[src/rtl/img_pkt_ctrl.sv]
// Packet controller for the image loopback path between the FT2232H RX and TX FIFOs.
// Parses OP/LEN/[PARAM], streams LEN payload bytes through a pixel operation, and frames
// each reply as SYNC, OP, payload, CHK (or SYNC, ERR, OP for an unknown opcode).
// The FIFO strobes are a registered request qualified by the live FIFO flag. This keeps
// rx_rd low whenever rx_empty is high, and tx_wr low whenever tx_full is high.
module img_pkt_ctrl #(
  parameter logic [7:0] SYNC_BYTE = 8'hA5,
  parameter logic [7:0] ERR_BYTE  = 8'hEE
) (
  input  logic        clk_pll,
  input  logic        reset_n,
  input  logic [7:0]  rx_dout,
  input  logic        rx_empty,
  output logic        rx_rd,
  output logic [7:0]  tx_data,
  input  logic        tx_full,
  output logic        tx_wr,
  output logic        busy,
  output logic [15:0] pkt_count,
  output logic [7:0]  err_count
);

  localparam logic [3:0] StIdle       = 4'd0;
  localparam logic [3:0] StGetLenHi   = 4'd1;
  localparam logic [3:0] StGetLenLo   = 4'd2;
  localparam logic [3:0] StGetParam   = 4'd3;
  localparam logic [3:0] StPutSync    = 4'd4;
  localparam logic [3:0] StPutOp      = 4'd5;
  localparam logic [3:0] StPayRd      = 4'd6;
  localparam logic [3:0] StPayCap     = 4'd7;
  localparam logic [3:0] StPayWr      = 4'd8;
  localparam logic [3:0] StPutChk     = 4'd9;
  localparam logic [3:0] StPutErrSync = 4'd10;
  localparam logic [3:0] StPutErrCode = 4'd11;
  localparam logic [3:0] StPutErrOp   = 4'd12;

  logic [3:0]  state_q, state_d;
  logic        pend_q, pend_d;      // header byte requested, capture at end of this cycle
  logic        rd_req_q, rd_req_d;
  logic        wr_req_q, wr_req_d;
  logic [7:0]  op_q, op_d;
  logic [15:0] len_q, len_d;
  logic [7:0]  param_q, param_d;
  logic [7:0]  chk_q, chk_d;
  logic [7:0]  tx_data_q, tx_data_d;
  logic        busy_q, busy_d;
  logic [15:0] pkt_count_q, pkt_count_d;
  logic [7:0]  err_count_q, err_count_d;

  logic       rd_fire;
  logic       wr_fire;
  logic [7:0] pix;

  assign rd_fire   = rd_req_q & ~rx_empty;
  assign wr_fire   = wr_req_q & ~tx_full;
  assign rx_rd     = rd_fire;
  assign tx_wr     = wr_fire;
  assign tx_data   = tx_data_q;
  assign busy      = busy_q;
  assign pkt_count = pkt_count_q;
  assign err_count = err_count_q;

  // Pixel operation applied to the byte being captured.
  always_comb begin
    pix = rx_dout;
    case (op_q)
      8'h02:   pix = ~rx_dout;
      8'h03:   pix = (rx_dout >= param_q) ? 8'hFF : 8'h00;
      default: pix = rx_dout;
    endcase
  end

  // Next-state, datapath loads and strobe requests for the following cycle.
  always_comb begin
    state_d     = state_q;
    pend_d      = pend_q;
    op_d        = op_q;
    len_d       = len_q;
    param_d     = param_q;
    chk_d       = chk_q;
    tx_data_d   = tx_data_q;
    pkt_count_d = pkt_count_q;
    err_count_d = err_count_q;

    unique case (state_q)
      StIdle, StGetLenHi, StGetLenLo, StGetParam: begin
        if (pend_q) begin
          pend_d = 1'b0;
          unique case (state_q)
            StIdle: begin
              op_d = rx_dout;
              if (rx_dout == 8'h01 || rx_dout == 8'h02 || rx_dout == 8'h03) begin
                state_d = StGetLenHi;
              end else begin
                state_d   = StPutErrSync;
                tx_data_d = SYNC_BYTE;
              end
            end
            StGetLenHi: begin
              len_d   = {rx_dout, len_q[7:0]};
              state_d = StGetLenLo;
            end
            StGetLenLo: begin
              len_d = {len_q[15:8], rx_dout};
              if (op_q == 8'h03) begin
                state_d = StGetParam;
              end else begin
                state_d   = StPutSync;
                tx_data_d = SYNC_BYTE;
              end
            end
            default: begin
              param_d   = rx_dout;
              state_d   = StPutSync;
              tx_data_d = SYNC_BYTE;
            end
          endcase
        end else if (rd_fire) begin
          pend_d = 1'b1;
        end
      end
      StPutSync: begin
        chk_d = 8'h00;
        if (wr_fire) begin
          state_d   = StPutOp;
          tx_data_d = op_q;
        end
      end
      StPutOp: begin
        if (wr_fire) begin
          if (len_q != 16'd0) begin
            state_d = StPayRd;
          end else begin
            state_d   = StPutChk;
            tx_data_d = chk_q;
          end
        end
      end
      StPayRd: begin
        if (rd_fire) state_d = StPayCap;
      end
      StPayCap: begin
        tx_data_d = pix;
        chk_d     = chk_q + pix;
        state_d   = StPayWr;
      end
      StPayWr: begin
        if (wr_fire) begin
          len_d = len_q - 16'd1;
          if (len_q == 16'd1) begin
            state_d   = StPutChk;
            tx_data_d = chk_q;
          end else begin
            state_d = StPayRd;
          end
        end
      end
      StPutChk: begin
        if (wr_fire) begin
          pkt_count_d = pkt_count_q + 16'd1;
          state_d     = StIdle;
        end
      end
      StPutErrSync: begin
        if (wr_fire) begin
          state_d   = StPutErrCode;
          tx_data_d = ERR_BYTE;
        end
      end
      StPutErrCode: begin
        if (wr_fire) begin
          state_d   = StPutErrOp;
          tx_data_d = op_q;
        end
      end
      StPutErrOp: begin
        if (wr_fire) begin
          if (err_count_q != 8'hFF) err_count_d = err_count_q + 8'd1;
          state_d = StIdle;
        end
      end
      default: begin
        state_d = StIdle;
        pend_d  = 1'b0;
      end
    endcase

    rd_req_d = 1'b0;
    wr_req_d = 1'b0;
    case (state_d)
      StIdle, StGetLenHi, StGetLenLo, StGetParam: rd_req_d = ~pend_d;
      StPayRd:                                    rd_req_d = 1'b1;
      StPutSync, StPutOp, StPayWr, StPutChk,
      StPutErrSync, StPutErrCode, StPutErrOp:     wr_req_d = 1'b1;
      default: ;
    endcase
    busy_d = (state_d != StIdle);
  end

  // State and output registers; reset abandons any packet in flight.
  always_ff @(posedge clk_pll or negedge reset_n) begin
    if (!reset_n) begin
      state_q     <= StIdle;
      pend_q      <= 1'b0;
      rd_req_q    <= 1'b0;
      wr_req_q    <= 1'b0;
      op_q        <= 8'h00;
      len_q       <= 16'h0000;
      param_q     <= 8'h00;
      chk_q       <= 8'h00;
      tx_data_q   <= 8'h00;
      busy_q      <= 1'b0;
      pkt_count_q <= 16'h0000;
      err_count_q <= 8'h00;
    end else begin
      state_q     <= state_d;
      pend_q      <= pend_d;
      rd_req_q    <= rd_req_d;
      wr_req_q    <= wr_req_d;
      op_q        <= op_d;
      len_q       <= len_d;
      param_q     <= param_d;
      chk_q       <= chk_d;
      tx_data_q   <= tx_data_d;
      busy_q      <= busy_d;
      pkt_count_q <= pkt_count_d;
      err_count_q <= err_count_d;
    end
  end

endmodule
[config.mk]
export PLATFORM = sky130hd
export DESIGN_NAME = img_pkt_ctrl
export DESIGN_NICKNAME = d
export VERILOG_FILES = /design/src/rtl/img_pkt_ctrl.sv
export SDC_FILE = /design/constraint.sdc
export NUM_CORES = 1
export LEC_CHECK = 0
export CAP_MARGIN = 20
export CORE_AREA = 2 2 94 96
export CTS_CLUSTER_DIAMETER = 60
export DETAILED_ROUTE_END_ITERATION = 12
export DIE_AREA = 0 0 96 98
export GPL_ROUTABILITY_DRIVEN = 1
export MAX_ROUTING_LAYER = met4
export PLACE_DENSITY = 0.8
export SETUP_SLACK_MARGIN = 0.05
export SLEW_MARGIN = 20
export SYNTH_ARGS = -nofsm -noshare
export SYNTH_HDL_FRONTEND = slang
export SYNTH_SLANG_ARGS = --single-unit
[constraint.sdc]
create_clock -name clk_pll -period 6.65 [get_ports clk_pll]
set_input_delay 0.9975 -clock clk_pll [delete_from_list [all_inputs] [get_ports clk_pll]]
set_output_delay 0.9975 -clock clk_pll [all_outputs]
set_load 0.005 [all_outputs]
* Word level (Yosys, flattened, before mapping)
Cells that the tools add are included.
** Operators by class
- Add/subtract/negate cells :: 4
- $lt $le $gt $ge :: 1
- Eq/ne operators :: 43
- Mux-type cells :: 37
- Bitwise operators :: 7
- Reduce and logical (&&, ||, !) cells :: 23
** Operators by type and width (number)
- two-way mux 8 bit :: 10
- one-hot mux 16 bit (2 select lines) :: 2
- one-hot mux 8 bit (6 select lines) :: 1
- two-way mux 4 bit :: 11
- == test 4 bit (second input constant) :: 10
- one-hot mux 4 bit (9 select lines) :: 1
- == test 8 x 2 -> 1 bit (second input constant) :: 4
- two-way mux 16 bit :: 2
- one-hot mux 8 bit (2 select lines) :: 2
- == test 4 x 3 -> 1 bit (second input constant) :: 7
- one-hot mux 8 bit (3 select lines) :: 1
- != test 2 bit (second input constant) :: 10
- adder 16 x 1 -> 16 bit (second input constant) :: 1
- == test 16 x 1 -> 1 bit (second input constant) :: 1
- == test 4 x 2 -> 1 bit (second input constant) :: 4
- nonzero test 16 bit :: 1
- subtractor 16 x 1 -> 16 bit (second input constant) :: 1
- one-hot mux 4 bit (3 select lines) :: 1
- AND reduction 11 bit :: 1
- AND reduction 5 bit :: 2
- AND reduction 3 bit :: 3
- OR reduction 9 bit :: 1
- adder 8 x 1 -> 8 bit (second input constant) :: 1
- adder 8 bit :: 1
- other kinds (22) :: 36
** Storage, ports and cells
- Flip-flop bits (word level) :: 80
- Bits of input ports :: 12
- Output and inout bits :: 35
- Logic and storage cells :: 128

* Logic depth before layout (Yosys ltp)
Gate-level depths: netlist of run 1.
- Depth after elaboration :: 10
- Gate-level depth with buffers :: 17
- Depth with buffers taken out :: 17

* Least setup slack after synthesis of run 1
No wires, ideal clock.
- Kind :: input to register
- Start :: input rx_dout[0]
- End :: register chk_q[7]
- Library setup time :: 0.128 ns
- Data arrival time :: 3.766 ns
- Data required time :: 6.522 ns
- Slack :: 2.756 ns
- Stages :: 15
- Buffers on the path :: 0
- Cells stage by stage :: inv_1 > ha_1 > nand2b_1 > a211o_1 > a21oi_1 > o211a_1 > o31ai_1 > ha_1 > a21o_1 > a211oi_1 > nor2_1 > o41ai_1 > and3_1 > nor3_1 > nand3b_1
** On the way
- Word-level cells in the longest chain between the ends :: 5
- Elaborated cells on any way between the ends :: 6
- Classes of those cells :: 1 x add/sub; 1 x order compare; 3 x mux; 1 x bitwise
** Ends and longest elaborated chain
- start: declaration :: line 12 : input logic [7:0] rx_dout,
- >= comparator 8 bit :: line 68 : 8'h03: pix = (rx_dout >= param_q) ? 8'hFF : 8'h00;
- two-way mux 8 bit :: line 68
- one-hot mux 8 bit (2 select lines) * :: line 66 : case (op_q)
- adder 8 bit * :: line 144 : chk_d = chk_q + pix;
- one-hot mux 8 bit (2 select lines) * :: line 85 : unique case (state_q)
- end signal: assignment :: line 223 : chk_q <= chk_d;
- end: declaration :: line 44 : logic [7:0] chk_q, chk_d;
Mark *: on every way between the ends. The rest lies on a longest branch, timed or not.
A chain may end at the register's enable or synchronous reset.

* Final worst setup path of run 1
Same ends and word-level chain as after synthesis.

==> results.md, run 1 <==
* WS Path Type: in2reg
* CTS buffer count at 9
* Final net count at 652
* Synth Register Bits at 80
* Worst-path clk slew at 0.09 ns
* Cell variety after synth at 65
* Slew @ Worst Pin at 0.9205 ns
* Worst Path Arrival at 4.76 ns
* Starting Density at 0.6057
* Final hold slack at 0.4731 ns
* P per Cell Area at 403.9 nW/um^2
* Placed Area at 5605 um^2
* Area grow syn2layout at 13.54%
* Post-route clock skew at 0.01194 ns
* Global-route wire length before repair at 21,330 um
* Clock power share at 0.166
* Clk buf depth at 2
* Gr usage total at 0.2931
* Max_cap viols at 0
* Commonest non-fill, non-tap cell in the layout: dfrtp_1
* Worst Hold Launch: pkt_count[15]
* Post-Synthesis Mean Instance Area at 8.676 um^2
* Row count at 34
* Internal power at 1312 uW
* Fmax at 0.2214 GHz
* Comb pwr share at 0.484
* CTS tree: done
* CTS H-tree lvls at 3
* Post-DR wirelength/cell at 17.34 um
* Vias at 4,644
* RSZ-0062 raised after global routing: false
* Initial antenna violation count at 0
* Post-synthesis async set-or-reset flop share at 1.000
* Die Y at 98 um
* IO Count at 47
* Skew-Pair Late Insertion Delay at 0.36 ns
* Final instance area at 5822 um^2
* Most frequent CP cell: ha_1
* Final Max Slew Viols at 0
* Syn Nets at 624
* CP max FO at 6
* Crit start category: primary input
* Placed cells at 716
* Filler Cell Count at 703
* Clock tree sinks at 80
* R2R Setup Slk at 3.09 ns
* I/O Buffers at 46
* Setup Buffers After CTS at 0
* Critical path origin: rx_dout[0]
* Commonest cells after routing, fill and taps aside: 80 x dfrtp_1, 56 x o21ai_0, 55 x nand2_1, 55 x nor2_1, 45 x clkdlybuf4s50_1
* DRT Wirelength at 12,690 um
* Initial drt markers at 348
* Critical path's slowest cell: clkdlybuf4s50_1
* Post-CTS sizing at 0
* Initial DRT Pass Iterations at 7
* EDFF count, synth at 0
* Sw Share at 0.4423
* Hold-fix buffers, CTS at 0
* Core ar. at 8466 um^2
* CP top delay family: compound AO/OA/AOI/OAI gates
* Setup violators final at 0
* Die W at 96 um
* Non-Filler Instances at 732
* Hold Violations, Final at 0
* Static leakage at 0.002496 uW
* CP Capture Type: flip-flop
* Root buf cell: clkbuf_8
* Outcome: finished, final reports clean
* Sequential area share after synthesis at 0.3904
* Max VDD drop at 0.2378 mV
* Crit path cell chain: clkdlybuf4s50_1 > inv_1 > ha_1 > nand2b_1 > a211o_1 > a21oi_1 > o211a_1 > o31ai_1 > ha_1 > a21o_1 > a211oi_1 > nor2_1 > o41ai_1 > and3_1 > nor3_1 > nand3b_1
* Worst EP required at 6.89 ns
* Fin crit share at 0.6792
* Gpl congestion at 0.9511
* Final antenna-violating net count at 0
* Reg2reg start: op_q[5]
* Die area at 9408 um^2
* Remaining Overflow, GRT at 0
* Cells after synthesis at 591
* Synth Flop Type: dfrtp_1
* Worst hold path type: reg2reg
* Netlist Area Pre-Place at 5127 um^2
* Synthesis Warnings at 0
* Antenna cells at 0
* Average vias per placed instance at 6.344
* Seq pwr share at 0.350
* Vias in the first global route at 4,374
* Share of layout cells above drive strength 1 at 0.07051
* Worst rel slew slack at 0.3841
* Net Sw Power at 1040 uW
* DRC viols at 0
* CP max stage delay at 0.60 ns
* Crit path time final at 4.517 ns
* WP buf/inv at 2
* Setup TNS Final at 0 ns
* Pin count of the biggest net entering global routing at 81
* Hpwl dp at 8948 um
==> cells by family after synthesis <==
| group | after synthesis | synth area share |
|---|---|---|
| compound gates | 175 | 0.2152 |
| xor+xnor | 25 | 0.04270 |
| fa+ha+maj | 21 | 0.05271 |
| buf+inv | 56 | 0.04441 |
| flops | 80 | 0.3904 |
| mux | 21 | 0.04514 |
| simple gates | 213 | 0.2094 |
==> sequential cells by signal (all words and copies together) (netlist names) <==
register	cells
op_q	8
chk_q	8
wr_req_q	1
err_count	8
param_q	8
pkt_count	16
tx_data	8
len_q	16
rd_req_q	1
pend_q	1
state_q	4
busy	1
==> layer usage <==
layer | up-vias | global-route usage | wire length, um
met5 | - | - | 0
met3 | 38 | 0.04784 | 680
met4 | 0 | 0.1055 | 372
met2 | 164 | 0.4439 | 6094
met1 | 2236 | 0.3965 | 5546
li1 | 2206 | - | -
==> power groups by stage <==
stage / Clock [uW] / Sequential (uW) / Combinational (uW)
6_report: 391 / 822 / 1140
5_1_grt: 415 / 847 / 1270
4_1_cts: 397 / 819 / 1130
3_5_place_dp: 0 / 827 / 1120
3_3_place_gp: 0 / 817 / 1080
2_1_floorplan: 0 / 752 / 895
==> final timing paths <==
path	to	cells after the start
min	pkt_count[15]	1
max in group asynchronous	chk_q[2]	1
min reg2reg	pkt_count[15]	1
max reg2reg	chk_q[6]	14
min in group asynchronous	len_q[13]	1
max	chk_q[7]	16
==> through the flow <==
step / setup slack [ns] / utilization / total power (uW)
6_report: 2.133 / 0.6877 / 2351
2_1_floorplan: 2.756 / - / 1647
3_3_place_gp: 1.899 / 0.6621 / 1900
3_5_place_dp: 1.805 / 0.6621 / 1944
4_1_cts: 2.178 / 0.6873 / 2345
5_1_grt: 1.805 / 0.6877 / 2531
==> cell type report <==
class,instances,area [um^2],area share
Sequential cell,80,2002,0.3439
Clock inverter,6,75.07,0.01289
Clock buffer,10,137.6,0.02364
Timing Repair Buffer,49,484.2,0.08317
Multi-Input combinational cell,455,2898,0.4977
Tap cell,108,135.1,0.02321
Inverter,24,90.09,0.01547
==> synthesized netlist by cell type, types with 9 or more instances <==
library cell  number  share of area
a21oi_1           38          0.037
a22oi_1           10          0.015
and3_1            10          0.012
buf_2             14          0.014
clkbuf_1          13         0.0095
dfrtp_1           80           0.39
ha_1              20          0.049
inv_1             22          0.016
mux2_2            15          0.033
nand2_1           55          0.040
nand2b_1          12          0.015
nand3_1           17          0.017
nand4_1           10          0.012
nor2_1            55          0.040
nor2b_1           11          0.013
nor3_1            13          0.013
o21ai_0           56          0.055
xnor2_1           16          0.027
xor2_1             9          0.015
No activity file was read; power rests on OpenSTA's default activity.
==> inputs of run 2 (changes only) <==
- CORE_AREA: 2 2 94 96 -> 2 2 102 104
- DIE_AREA: 0 0 96 98 -> 0 0 104 106
- PLACE_DENSITY: 0.8 -> 0.72
- clock period: 6.65 -> 4.05 ns (I/O delays scaled with it)
==> run 2 against run 1 <==
Final area is 2.9% higher. Final cell count is 6.3% higher. Total power is 69% higher. Combinational power is 72% higher. Clock power is 68% higher. Critical endpoint unchanged. Largest power group unchanged.
==> results.md, run 2 (same netlist as run 1, synthesis figures left out) <==
* Setup violators final at 0 (unchanged)
* Critical R2R Capture: chk_q[7]
* Gr usage total at 0.2641 (-0.02904)
* CTS tree: done
* WS Path Type: in2reg
* Clk buf depth at 2 (unchanged)
* Skew-Pair Late Insertion Delay at 0.37 ns (about the same)
* Max VDD drop at 0.3699 mV (+56%)
* Met2 Wirelength at 6293 um (+3.3%)
* RSZ-0062 raised after global routing: false
* Share of layout cells above drive strength 1 at 0.09346 (+0.02295)
* Commonest cells after routing, fill and taps aside: 80 x dfrtp_1, 56 x o21ai_0, 55 x nand2_1, 55 x nor2_1, 45 x clkdlybuf4s50_1
* I/O Buffers at 46 (unchanged)
* Post-CTS sizing at 0 (unchanged)
* Post-DR wirelength/cell at 17.50 um (+0.91%)
* Initial drt markers at 366 (+5.2%)
* Crit start category: primary input
* Commonest non-fill, non-tap cell in the layout: dfrtp_1
* Max layer used: met4
* Starting Density at 0.5128 (-0.09291)
* Depth of the most critical reg-to-reg path at 11 (-3)
* Static leakage at 0.002581 uW (+3.4%)
* Non-Filler Instances at 778 (+6.3%)
* Die W at 104 um (+8.3%)
* Worst-path clk slew at 0.10 ns (about the same)
* Gpl congestion at 0.9328 (-1.9%)
* Post-route clock skew at 0.01687 ns (+0.004928 ns)
* Crit path time final at 3.743 ns
* Vias at 4,743 (+2.1%)
* Area grow syn2layout at 16.86%
* CTS H-tree lvls at 3 (unchanged)
* Hold Violations, Final at 0 (unchanged)
* IO Count at 47 (unchanged)
* Final net count at 670 (+2.8%)
* Final WS setup at 0.3072 ns (-1.826 ns)
* Clock tree sinks at 80 (unchanged)
* Hold-fix buffers, CTS at 0 (unchanged)
* CP Capture Type: flip-flop
* Average vias per placed instance at 6.096 (-3.9%)
* Worst EP required at 4.29 ns (-2.60 ns)
* Outcome: finished, final reports clean
* Row count at 37 (+8.8%)
* Pre-CTS WS at -0.04231 ns (-1.848 ns)
* Antenna cells at 0 (unchanged)
* Final antenna-violating net count at 0 (unchanged)
* Worst hold path type: in2async
* Pin count of the biggest net entering global routing at 81 (unchanged)
* Root buf cell: clkbuf_8
* Placed cells at 762 (+6.4%)
* Fmax at 0.2672 GHz
* Worst rel slew slack at 0.3532 (-0.03090)
* Met3 WL at 915 um (+35%)
* Final Max Slew Viols at 0 (unchanged)
* Worst Path Arrival at 3.99 ns (-0.77 ns)
* R2R Setup Slk at 0.66 ns (-2.43 ns)
* Initial antenna violation count at 0 (unchanged)
* P per Cell Area at 661.4 nW/um^2 (+64%)
* CP max FO at 4 (-2)
* Slew @ Worst Pin at 0.9682 ns (+0.04776 ns)
* Setup Buffers After CTS at 0 (unchanged)
* M1 WL at 5969 um (+7.6%)
* Die Y at 106 um (+8.2%)
* Fin crit share at 0.9241
* CTS buffer count at 9 (unchanged)
* Remaining Overflow, GRT at 0 (unchanged)
* Die area at 11,020 um^2 (+17%)
* DRC viols at 0 (unchanged)
* Hpwl dp at 9500 um (+6.2%)
* Core ar. at 10000 um^2 (+18%)
* Reg2reg start: op_q[5]
* DRT Wirelength at 13,620 um (+7.3%)
* Final hold slack at 0.2728 ns (-0.2002 ns)
* Max_cap viols at 0 (unchanged)
* Initial DRT Pass Iterations at 5 (-2)
* Global-route wire length before repair at 22,790 um (+6.8%)
* Vias in the first global route at 4,588 (+4.9%)
run 2: cell types whose count changed in the layout (fill, tap and decap cells not counted), sizes merged:
cell	previous run	this run
buf	4	22
bufinv	1	2
clkbuf	10	11
clkinv	1	2
inv	27	24
run 2: worst max-delay path: stages:
cell,delay (ns)
clkdlybuf4s50_1,0.48
inv_1,0.06
ha_1,0.28
nand2b_1,0.14
a211o_1,0.28
a21oi_1,0.17
buf_4,0.16
o21ai_0,0.08
a21oi_1,0.15
mux2i_1,0.12
ha_1,0.33
a211oi_1,0.26
nor2_1,0.11
o41ai_1,0.34
and3_1,0.23
nor3_1,0.05
nand3b_1,0.15
run 2: final cells by class:
cell class / count / area (um^2)
flip-flops and latches: 80 / 2002
inverters: 24 / 90.09
clock buffers: 11 / 131.4
multi-input cells: 455 / 2898
well taps: 136 / 170.2
repair buffers: 67 / 619.3
fillers: 914 / 4008
clock inverters: 5 / 81.33
run 2: worst max-delay path by stage:
stage	start	endpoint	slack, ns	depth (start not counted)
after global placement	rx_dout[0]	chk_q[7]	0.08	16
after global routing	rx_dout[0]	chk_q[7]	0.07	17
after CTS	rx_dout[0]	chk_q[7]	0.34	17
after detailed placement	rx_dout[0]	chk_q[7]	-0.04	17
after floorplan	rx_dout[0]	chk_q[7]	0.55	15
final	rx_dout[0]	chk_q[7]	0.31	17
run 2: report_power, final:
group	leakage (uW)	switching (uW)	internal (uW)
clock	0.000104	309	348
combinational	0.00146	1120	839
sequential	0.00102	302	1050
run 2: through the flow:
| stage | utilization | instance area [um^2] | total power (uW) | TNS (ns) |
|---|---|---|---|---|
| 5_1_grt | 0.5992 | 5992 | 4273 | 0 |
| 3_5_place_dp | 0.5776 | 5776 | 3280 | -0.04231 |
| 3_3_place_gp | 0.5776 | 5776 | 3213 | 0 |
| 2_1_floorplan | - | 5127 | 2704 | 0 |
| 4_1_cts | 0.5988 | 5988 | 3950 | 0 |
| 6_report | 0.5992 | 5992 | 3963 | 0 |
run 2: routing by layer:
metal	GRT usage	up-vias
met3	0.05579	37
met5	-	-
met4	0.1139	0
met2	0.4084	210
li1	-	2234
met1	0.3383	2262
==> inputs of run 3 (changes only) <==
- GPL_TIMING_DRIVEN: unset -> 0
==> run 3 against run 2 <==
Non-clock buffer count rose by 12. Critical endpoint unchanged. Largest power group unchanged. First-iteration DRC count rose by 18%. Via count barely moved. Register-to-register slack got worse by 0.03 ns. Clock power fell by 15%. Critical path type unchanged. Worst setup slack got worse by 0.037 ns. Global-route usage rose by 1.3 points.
==> results.md, run 3 (same netlist as run 1, synthesis figures left out) <==
* Outcome: finished, final reports clean
* Antenna cells at 0 (unchanged)
* Seq pwr share at 0.325 (-0.016)
* Non-Filler Instances at 790 (+1.5%)
* DRC viols at 0 (unchanged)
* Average vias per placed instance at 5.999 (-1.6%)
* Worst hold path type: in2async
* Root buf cell: clkbuf_8
* I/O Buffers at 46 (unchanged)
* Worst rel slew slack at 0.5437 (+0.1905)
* Reg2reg start: op_q[4]
* WS Path Type: in2reg
* Comb pwr share at 0.534 (+0.041)
* Max VDD drop at 0.2675 mV (-28%)
* Row count at 37 (unchanged)
* Global-route wire length before repair at 23,690 um (+3.9%)
* Final Util at 0.6006 (+0.001377)
* RSZ-0062 raised after global routing: false
* Gpl congestion at 0.9017 (-3.3%)
* Area grow syn2layout at 17.13%
* Final Max Slew Viols at 0 (unchanged)
* Clock tree sinks at 80 (unchanged)
* Critical path origin: rx_dout[0]
* Skew-Pair Late Insertion Delay at 0.37 ns (about the same)
* Share of layout cells above drive strength 1 at 0.09327 (-0.0001858)
* Commonest non-fill, non-tap cell in the layout: dfrtp_1
* Initial antenna violation count at 0 (unchanged)
* CTS tree: done
* Crit path cell chain: clkdlybuf4s15_2 > inv_1 > ha_1 > nand2b_1 > a211o_1 > a21oi_4 > o211a_4 > o31ai_1 > ha_1 > a21o_1 > a211oi_1 > nor2_1 > o41ai_2 > and3_1 > nor3_1 > nand3b_1
* Worst EP required at 4.30 ns (about the same)
* Gr usage total at 0.2771 (+0.01309)
* CP max FO at 6 (+2)
* Critical R2R Capture: chk_q[6]
* Filler Cell Count at 895 (-2.1%)
* Fin crit share at 0.9334 (+0.009258)
* Pin count of the biggest net entering global routing at 51 (-37%)
* Remaining Overflow, GRT at 0 (unchanged)
* Die Y at 106 um (unchanged)
* Hpwl dp at 10,240 um (+7.8%)
* Core ar. at 10000 um^2 (unchanged)
* Final total power at 3964 uW (about the same)
* Clock power share at 0.141 (-0.025)
* Initial drt markers at 431 (+18%)
* WP buf/inv at 2 (-1)
* Vias in the first global route at 4,616 (+0.61%)
* R2R Setup Slk at 0.63 ns (-0.03 ns)
* Final net count at 682 (+1.8%)
* Commonest cells after routing, fill and taps aside: 80 x dfrtp_1, 56 x o21ai_0, 55 x nand2_1, 55 x nor2_1, 40 x clkdlybuf4s50_1
* Final hold slack at 0.1763 ns (-0.09652 ns)
* Slew @ Worst Pin at 0.6807 ns (-0.2875 ns)
* Crit start category: primary input
* Starting Density at 0.5128 (unchanged)
* Initial DRT Pass Iterations at 5 (unchanged)
* Post-DR wirelength/cell at 18.19 um (+4.0%)
* CP Capture Type: flip-flop
* Levels on crit path at 16 (-1)
* P per Cell Area at 660.1 nW/um^2 (-0.20%)
* Max_cap viols at 0 (unchanged)
* Setup Buffers After CTS at 0 (unchanged)
* Sw Share at 0.4595 (+0.02371)
* CTS H-tree lvls at 3 (unchanged)
* Internal power at 2143 uW (-4.2%)
* Worst-path clk slew at 0.09 ns (about the same)
* Setup violators final at 0 (unchanged)
* Crit path time final at 3.780 ns (+0.03750 ns)
* Critical path's slowest cell: clkdlybuf4s15_2
* Fmax at 0.2645 GHz (-0.99%)
* CP max stage delay at 0.34 ns (-0.14 ns)
* Die area at 11,020 um^2 (unchanged)
* Static leakage at 0.002599 uW (+0.70%)
* Vias at 4,739 (-0.084%)
* IO Count at 47 (unchanged)
* Worst Setup EP: chk_q[7]
* Depth of the most critical reg-to-reg path at 15 (+4)
* Final antenna-violating net count at 0 (unchanged)
* Worst Path Arrival at 4.03 ns (+0.04 ns)
* CTS buffer count at 9 (unchanged)
* Die W at 104 um (unchanged)
* Most frequent CP cell: ha_1
* Placed cells at 774 (+1.6%)
* DRT Wirelength at 14,370 um (+5.6%)
* CP top delay family: compound AO/OA/AOI/OAI gates
* Clk buf depth at 2 (unchanged)
* Post-route clock skew at 0.009950 ns (-0.006916 ns)
* Hold Violations, Final at 0 (unchanged)
* Net Sw Power at 1822 uW (+5.5%)
[run 3: power by group through the flow]
stage	Combinational (uW)	Clock (uW)	Sequential, uW
after global routing	2340	610	1320
after floorplan	1470	0	1230
after global placement	1990	0	1290
after CTS	2060	571	1280
after detailed placement	2040	0	1300
final	2120	559	1290
[run 3: cell type report]
| type | count | area [um^2] | share of cell area |
|---|---|---|---|
| buffer | 32 | 137.6 | 0.02292 |
| sequential | 80 | 2002 | 0.3333 |
| inverter | 24 | 90.09 | 0.01500 |
| tap | 136 | 170.2 | 0.02833 |
| multi-input combinational | 455 | 2929 | 0.4877 |
| clock inverter | 7 | 56.30 | 0.009375 |
| timing repair buffer | 47 | 496.7 | 0.08271 |
| clock buffer | 9 | 123.9 | 0.02063 |
[run 3: routing by layer]
layer | part of all wire | wire [um] | track usage
met5 | 0 | 0 | -
met3 | 0.060 | 869 | 0.04414
met2 | 0.48 | 6848 | 0.4248
met4 | 0.030 | 431 | 0.1409
met1 | 0.43 | 6224 | 0.3585
[run 3: worst register-to-register path, cell delays in order, from the launching register on]
cell,delay (ns)
dfrtp_1,0.45
nor4_1,0.39
and2_1,0.28
buf_2,0.23
o21ai_0,0.11
o22ai_1,0.20
ha_1,0.22
inv_1,0.06
fa_1,0.39
nor2b_1,0.17
o21ai_0,0.10
nand2b_1,0.12
a21o_1,0.13
a21oi_1,0.08
or3_1,0.36
nand3_1,0.07
[run 3: through the flow]
step | area [um^2] | setup TNS, ns | setup slack [ns]
6_report | 6006 | 0 | 0.2697
5_1_grt | 6006 | 0 | 0.08553
4_1_cts | 5977 | 0 | 0.1199
3_5_place_dp | 5783 | -2.870 | -0.8312
3_3_place_gp | 5758 | -41.36 | -0.7554
2_1_floorplan | 5127 | 0 | 0.5460
[run 3: worst min path at each step]
stage	start	to	cells past startpoint
final	reset_n	len_q[8]	1
after global routing	reset_n	len_q[6]	1
after global placement	pkt_count[15]	pkt_count[15]	1
after detailed placement	pkt_count[15]	pkt_count[15]	1
after floorplan	reset_n	busy	0
after CTS	reset_n	len_q[8]	1
[run 3: what timing repair did]
action                                  in CTS  in global routing
gates resized for setup                      5                  7
hold buffers                                 0                  0
endpoints found under the setup margin       4                  2
